**src/rtl/lv_pwm_code_decode.sv**
```systemverilog
// rtl/lv_pwm_code_decode.sv - multi-channel pulse-coded interrupt line decoder
module lv_pwm_code_decode #(
  parameter int CH_NUM        = 2,
  parameter int DEB_CYC       = 4,
  parameter int GAP_CYC       = 12,
  parameter int MAX_EDGE      = 7,
  parameter int CODE_W        = $clog2(MAX_EDGE + 1),
  parameter int ASSERT_CODE   = 1,
  parameter int DEASSERT_CODE = 3
) (
  input  logic                       i_clk,
  input  logic                       i_rst,
  input  logic [CH_NUM-1:0]          i_pwm_n,
  input  logic [CH_NUM-1:0]          i_ch_en,
  output logic [CH_NUM-1:0]          o_flt,
  output logic [CH_NUM-1:0]          o_code_vld,
  output logic [CH_NUM*CODE_W-1:0]   o_code,
  output logic [CH_NUM-1:0]          o_err,
  output logic [CH_NUM-1:0]          o_intb_n
);

  localparam int DEB_W = $clog2(DEB_CYC + 1);
  localparam int GAP_W = $clog2(GAP_CYC);

  localparam logic [DEB_W-1:0]  DEB_LAST = DEB_W'(DEB_CYC - 1);
  localparam logic [GAP_W-1:0]  GAP_LAST = GAP_W'(GAP_CYC - 1);
  localparam logic [CODE_W-1:0] MAX_E    = CODE_W'(MAX_EDGE);
  localparam logic [CODE_W-1:0] A_CODE   = CODE_W'(ASSERT_CODE);
  localparam logic [CODE_W-1:0] D_CODE   = CODE_W'(DEASSERT_CODE);

  typedef enum logic [1:0] {
    IDLE  = 2'd0,
    COUNT = 2'd1,
    OVF   = 2'd2
  } state_t;

  for (genvar c = 0; c < CH_NUM; c++) begin : g_ch
    logic              sync1_q, sync2_q;
    logic              flt_q, flt_d, flt_dly_q;
    logic [DEB_W-1:0]  deb_cnt_q, deb_cnt_d;
    logic              edge_w;
    state_t            state_q;
    logic [CODE_W-1:0] edge_cnt_q;
    logic [GAP_W-1:0]  gap_cnt_q;
    logic              vld_q, err_q, intb_q;
    logic [CODE_W-1:0] code_q;

    // Debounce: the filtered level follows the synced line only after it has differed long enough
    always_comb begin
      flt_d     = flt_q;
      deb_cnt_d = '0;
      if (sync2_q != flt_q) begin
        if (deb_cnt_q == DEB_LAST) begin
          flt_d     = sync2_q;
          deb_cnt_d = '0;
        end else begin
          deb_cnt_d = deb_cnt_q + DEB_W'(1);
        end
      end
    end

    // Synchroniser, filter state and one-cycle-delayed filtered level for edge detection
    always_ff @(posedge i_clk) begin
      if (i_rst) begin
        sync1_q   <= 1'b1;
        sync2_q   <= 1'b1;
        flt_q     <= 1'b1;
        flt_dly_q <= 1'b1;
        deb_cnt_q <= '0;
      end else begin
        sync1_q   <= i_pwm_n[c];
        sync2_q   <= sync1_q;
        flt_q     <= flt_d;
        flt_dly_q <= flt_q;
        deb_cnt_q <= deb_cnt_d;
      end
    end

    // Both directions count; the pulse is derived from registers so it cannot be missed
    assign edge_w = flt_q ^ flt_dly_q;

    // Burst FSM: count edges, close the burst after an idle gap, emit code or overflow strobe
    always_ff @(posedge i_clk) begin
      if (i_rst) begin
        state_q    <= IDLE;
        edge_cnt_q <= '0;
        gap_cnt_q  <= '0;
        vld_q      <= 1'b0;
        err_q      <= 1'b0;
        code_q     <= '0;
        intb_q     <= 1'b1;
      end else begin
        vld_q <= 1'b0;
        err_q <= 1'b0;
        if (!i_ch_en[c]) begin
          state_q    <= IDLE;
          edge_cnt_q <= '0;
          gap_cnt_q  <= '0;
        end else begin
          case (state_q)
            IDLE: begin
              if (edge_w) begin
                state_q    <= COUNT;
                edge_cnt_q <= CODE_W'(1);
                gap_cnt_q  <= '0;
              end
            end
            COUNT: begin
              // An edge in the timeout cycle extends the burst rather than closing it
              if (edge_w) begin
                gap_cnt_q <= '0;
                if (edge_cnt_q == MAX_E) begin
                  state_q <= OVF;
                end else begin
                  edge_cnt_q <= edge_cnt_q + CODE_W'(1);
                end
              end else if (gap_cnt_q == GAP_LAST) begin
                vld_q  <= 1'b1;
                code_q <= edge_cnt_q;
                if (edge_cnt_q == A_CODE) begin
                  intb_q <= 1'b0;
                end else if (edge_cnt_q == D_CODE) begin
                  intb_q <= 1'b1;
                end
                state_q    <= IDLE;
                edge_cnt_q <= '0;
                gap_cnt_q  <= '0;
              end else begin
                gap_cnt_q <= gap_cnt_q + GAP_W'(1);
              end
            end
            OVF: begin
              if (edge_w) begin
                gap_cnt_q <= '0;
              end else if (gap_cnt_q == GAP_LAST) begin
                err_q      <= 1'b1;
                state_q    <= IDLE;
                edge_cnt_q <= '0;
                gap_cnt_q  <= '0;
              end else begin
                gap_cnt_q <= gap_cnt_q + GAP_W'(1);
              end
            end
            default: begin
              state_q    <= IDLE;
              edge_cnt_q <= '0;
              gap_cnt_q  <= '0;
            end
          endcase
        end
      end
    end

    assign o_flt[c]                    = flt_q;
    assign o_code_vld[c]               = vld_q;
    assign o_err[c]                    = err_q;
    assign o_intb_n[c]                 = intb_q;
    assign o_code[c*CODE_W +: CODE_W]  = code_q;
  end

endmodule

```
**config.mk**
```make
export PLATFORM = sky130hd
export DESIGN_NAME = lv_pwm_code_decode
export DESIGN_NICKNAME = d
export VERILOG_FILES = /design/src/rtl/lv_pwm_code_decode.sv
export SDC_FILE = /design/constraint.sdc
export NUM_CORES = 1
export LEC_CHECK = 0
export ABC_AREA = 1
export CAP_MARGIN = 0
export CORE_MARGIN = 1
export CORE_UTILIZATION = 45
export DETAILED_ROUTE_END_ITERATION = 12
export PLACE_DENSITY = 0.71
export SLEW_MARGIN = 40
export SYNTH_ARGS = -nofsm -noshare
export SYNTH_HDL_FRONTEND = slang
export SYNTH_SLANG_ARGS = --single-unit
```
**constraint.sdc**
```tcl
create_clock -name i_clk -period 1.5 [get_ports i_clk]
set_input_delay 0.375 -clock i_clk [delete_from_list [all_inputs] [get_ports i_clk]]
set_output_delay 0.375 -clock i_clk [all_outputs]
set_load 0.03 [all_outputs]
```
# == Word level (Yosys, flattened, before mapping) ==
# Cells that the tools add are included.
# totals
register_bits,44
output_inout_bits,14
# classes
bitwise,12
n_mux,40
eq_ne,24
addsub,6
reduce_logical,24
# ops
op,count
$mux W3,10
$mux W4,6
$mux W2,10
$pmux W3 S3,2
$reduce_or A3 Y1,6
$pmux W4 S2,2
$add A3 B1 Y3 const B,4
$eq A3 B2 Y1 const B,4
$ne A3 B3 Y1 const B,4
$pmux W2 S3,2
$reduce_and A3 Y1,4
$not A1 Y1,10
$reduce_and A5 Y1,2
$add A4 B1 Y4 const B,2
$eq A4 B4 Y1 const B,2
$mux W1,8
$ne A2 B2 Y1 const B,4
$reduce_and A4 Y1,2
$reduce_or A2 Y1,4
$eq A3 B1 Y1 const B,2
$eq A3 B3 Y1 const B,2
$eq A2 B1 Y1 const B,2
$eq A2 B2 Y1 const B,2
$logic_not A2 Y1,2
4 further kinds,8

# == Longest topological paths before layout ==
# depth
word_depth,4
ltp_mapped,10

# == Worst setup path after synthesis ==
# Ideal clock, no wire load.
# synth_timing
path_type,register to register
from,register g_ch[0].edge_cnt_q[0]
to,register g_ch[0].edge_cnt_q[0]
arrival_ps,1318
synth_period_minus_slack_ps,1436
path_buffers,0
path_stages_with_launch,11
setup_slack_ps,64
setup_ps,119
path_cell_list,dfxtp_1 > ha_1 > ha_1 > nand2_1 > inv_1 > o21ai_0 > nand2_1 > nand2_1 > o21ai_0 > nor2_1 > nor2_1
# synth_via
elab_chain_cells,4
# synth_lines
element,line_no,rtl
"start, declared",43,logic [CODE_W-1:0] edge_cnt_q;
"start signal, assigned",115,edge_cnt_q <= edge_cnt_q + CODE_W'(1);
$add A3 B1 Y3,115,
$mux W3,112,if (edge_cnt_q == MAX_E) begin
$mux W3,110,if (edge_w) begin
$pmux W3 S3,100,case (state_q)
# Several ways; a longest one is shown, not always the timed one. The select of a mux whose other input is x is not followed.
# A chain may end at the register's enable or synchronous reset.

# == Final worst setup path ==
# layout_timing
from,register g_ch[1].edge_cnt_q[0]
to,register g_ch[1].edge_cnt_q[2]
# layout_via
elab_chain_cells,4
# layout_lines
element,line_no
"start, declared",43
"start signal, assigned",115
$add A3 B1 Y3,115
$mux W3,112
$mux W3,110
$pmux W3 S3,100
# Several ways; a longest one is shown, not always the timed one. The select of a mux whose other input is x is not followed.

==> metrics <==
global-route usage over all layers between 10% and 20%; Mapped Area 2320 um^2; Core Util, Final 58.6%; final WL 4490 um; Mapped Cells 305; Final Cell Area 2840 um^2; # DRC 0; Final Setup Violations 0; Yosys Warn Count 0; placed instance area 2670 um^2; first-pass GRT wire length 7360 um; H-tree depth 2; Final WS setup between 0.03 and 0.04 ns; # port buffers 19; Max-slew headroom 79.3%; P_leak 1.24 nW; Critical-path top delay cell dfxtp_2; Crit Path Category register to register; fin nets 369; overall die area 5460 um^2; GRT overflow 0; met2 usage 27.2%; Reg clk slew, reported paths 0.09 ns; first drt pass iteration count 4; Post-Syn Area per Cell 7.62 um^2; register area 887 um^2; wire length per cell 11.0 um; Post-Layout Cell Count between 400 and 500; Critical Path, Cell by Cell ha_4 -> ha_4 -> nand2_1 -> inv_1 -> o21ai_2 -> nand2_2 -> nor2_4 -> nand2_2 -> a21oi_2; WP data arrival 1.70 ns; # fillers 430; share of layout cells above drive strength 1 21.9%; achievable frequency 681 MHz; vias in the first global route 1735; worst stage delay on the critical path between 0.3 and 0.4 ns; Initial Utilization 47.9%; Crit. End Element register; outcome complete, no violations; via/cell ratio ~4.8; Vias approximately 1900; Critical Path Source Type register; Longest Clk Path Bufs 2; IO Count 20; routability cong. 0.897; synth-to-layout area growth 22.1%; Critical Path RT 1.74 ns; max-cap viol count 0; M3 GR Usage approximately 4.3%; slew at the pin with the worst max-slew slack 0.312 ns; Seq cells post-synth 44; GRT met1 Usage 23.4%; Final Cycle Share 97.8%; cell count after placement 399; CTS Buf Count 5; # diodes 0; Clock Latency Late Sink around 0.30 ns; worst vdd ir 0.327 mV; Worst Path Max Fanout 4; pre-CTS setup slack -0.0837 ns; Worst Hold Class register to register; sequential share of the synthesized area between 30% and 40%; skew final about 0.0063 ns; Syn Nets 333; Die H 73.9 um; TritonCTS Sinks 44; Tmin final ~1.5 ns; Cell variety after synth 30; final antenna-violating net count 0; number of placement rows 25; multi-input logic area 1300 um^2; Die W 73.9 um; core area 4850 um^2; DPL Wire Length 3260 um; ratio of total power to cell area 703 nW/um^2; First DRT Iteration DRCs around 170; busiest grt layer met2; Slew Viols, Final 0; largest net degree at the start of global routing 16; Root Driver clkbuf_8; TritonCTS clock tree done; number of antenna violations at the first check in global routing 0; Final Hold Viols 0; CTS hold repair buffers 0
cell usage in the layout, fill, tap and decap left out, types with 3 or more instances in the layout:
master,n
nand2_1,66
dfxtp_2,5
nand3_1,15
or2_0,3
nor2_1,24
nand3b_1,3
nor2_4,4
nor2_2,3
clkdlybuf4s50_1,5
nand4_1,7
inv_2,5
nand2_4,5
inv_1,34
nand2_2,7
buf_4,21
dlygate4sd2_1,12
ha_2,3
o21ai_0,9
or2_2,4
clkbuf_8,5
xor2_1,3
a21oi_1,22
ha_1,17
dfxtp_1,39
stage by stage:
step | TNS (ns) | total power [mW] | hold WS, ns
4_1_cts | 0 | 2.02 | 0.416
3_3_place_gp | -0.0325 | 1.26 | 0.392
3_5_place_dp | -0.237 | 1.26 | 0.394
2_1_floorplan | 0 | 1.23 | 0.389
6_report | 0 | 2.00 | 0.416
5_1_grt | -0.0853 | 2.08 | 0.436
state kept, by name (all words and copies together) (netlist names):
name and cells:
g_ch.vld_q 2, g_ch.state_q 4, g_ch.sync1_q 2, g_ch.deb_cnt_q 6
g_ch.intb_q 2, g_ch.edge_cnt_q 6, g_ch.flt_dly_q 2, g_ch.err_q 2
g_ch.gap_cnt_q 8, g_ch.sync2_q 2, g_ch.code_q 6, g_ch.flt_q 2
cells by family (layout without fill, tap and decap cells):
| logic type | Yosys count | count (layout) | synth area share (%) |
|---|---|---|---|
| DFF | 44 | 44 | 37.9 |
| and+or+nand+nor | 149 | 149 | 31.3 |
| adders and majority gates | 22 | 22 | 11.8 |
| buffers and inverters | 49 | 86 | 9.20 |
| AOI/OAI and AO/OA | 38 | 38 | 8.61 |
| xor gates and xnor gates | 3 | 3 | 1.13 |
timing repair:
action | CTS | global route
buffers inserted | 0 | 2
gates resized for setup | 13 | 21
endpoints found under the setup margin | 13 | 14
pin swaps | 0 | 7
area by class of cell:
type	instances	area share, %
Inverter	39	5.16
Sequential cell	44	31.2
Multi-Input combinational cell	212	45.7
Tap cell	67	2.95
Clock buffer	5	2.42
Clock inverter	3	0.749
Timing Repair Buffer	39	11.7
Yosys cell counts:
master / n / area (um^2)
or2_1: 1 / 6.26
nand2_2: 5 / 31.3
nand2_4: 5 / 56.3
and3_1: 1 / 6.26
a21oi_2: 1 / 8.76
nand3b_1: 3 / 22.5
nor4_1: 1 / 6.26
ha_1: 22 / 275
o211ai_1: 1 / 7.51
nor2_2: 3 / 18.8
nor2_1: 26 / 97.6
o21ai_0: 10 / 50.1
nor2_4: 2 / 22.5
xor2_1: 3 / 26.3
buf_4: 8 / 60.1
clkbuf_1: 2 / 7.51
nand4_1: 7 / 43.8
or2_2: 4 / 25.0
o21ai_1: 2 / 10.0
nand4_2: 1 / 12.5
nand2_1: 68 / 255
nand3_1: 15 / 75.1
dfxtp_1: 44 / 881
or2_0: 3 / 18.8
nand3_2: 2 / 20.0
o21ai_2: 1 / 8.76
inv_2: 5 / 18.8
nor3_1: 2 / 10.0
a21oi_1: 23 / 115
inv_1: 34 / 128
power breakdown:
group          leakage, nW  switching, mW  internal (mW)
Clock               0.0445          0.431          0.331
Combinational        0.839         0.0301         0.0285
Sequential           0.358        0.00291           1.17
Total                 1.24          0.464           1.53
final timing paths:
kind	from	to	slack (ns)	cells past startpoint
max	g_ch[1].edge_cnt_q[0]	g_ch[1].edge_cnt_q[2]	0.03	9
min	g_ch[0].sync1_q	g_ch[0].sync2_q	0.42	1
max reg2reg	g_ch[1].edge_cnt_q[0]	g_ch[1].edge_cnt_q[2]	0.03	9
min reg2reg	g_ch[0].sync1_q	g_ch[0].sync2_q	0.42	1
worst max-delay path: cells and delay by family, from the launching register on:
kind | cells | cell delay, ns
and+or+nand+nor | 4 | 0.39
DFF | 1 | 0.35
adders and majority gates | 2 | 0.32
AOI/OAI and AO/OA | 2 | 0.30
buffers and inverters | 1 | 0.05
layer usage:
layer / vias to the layer above / wire length, um / share of wire [%]
li1: 1034 / - / -
met1: 876 / 2190 / 49
met2: 33 / 2040 / 46
met3: 4 / 205 / 4.6
met4: 0 / 48 / 1.1
met5: - / 0 / 0
(Power assumes the default switching activity.)
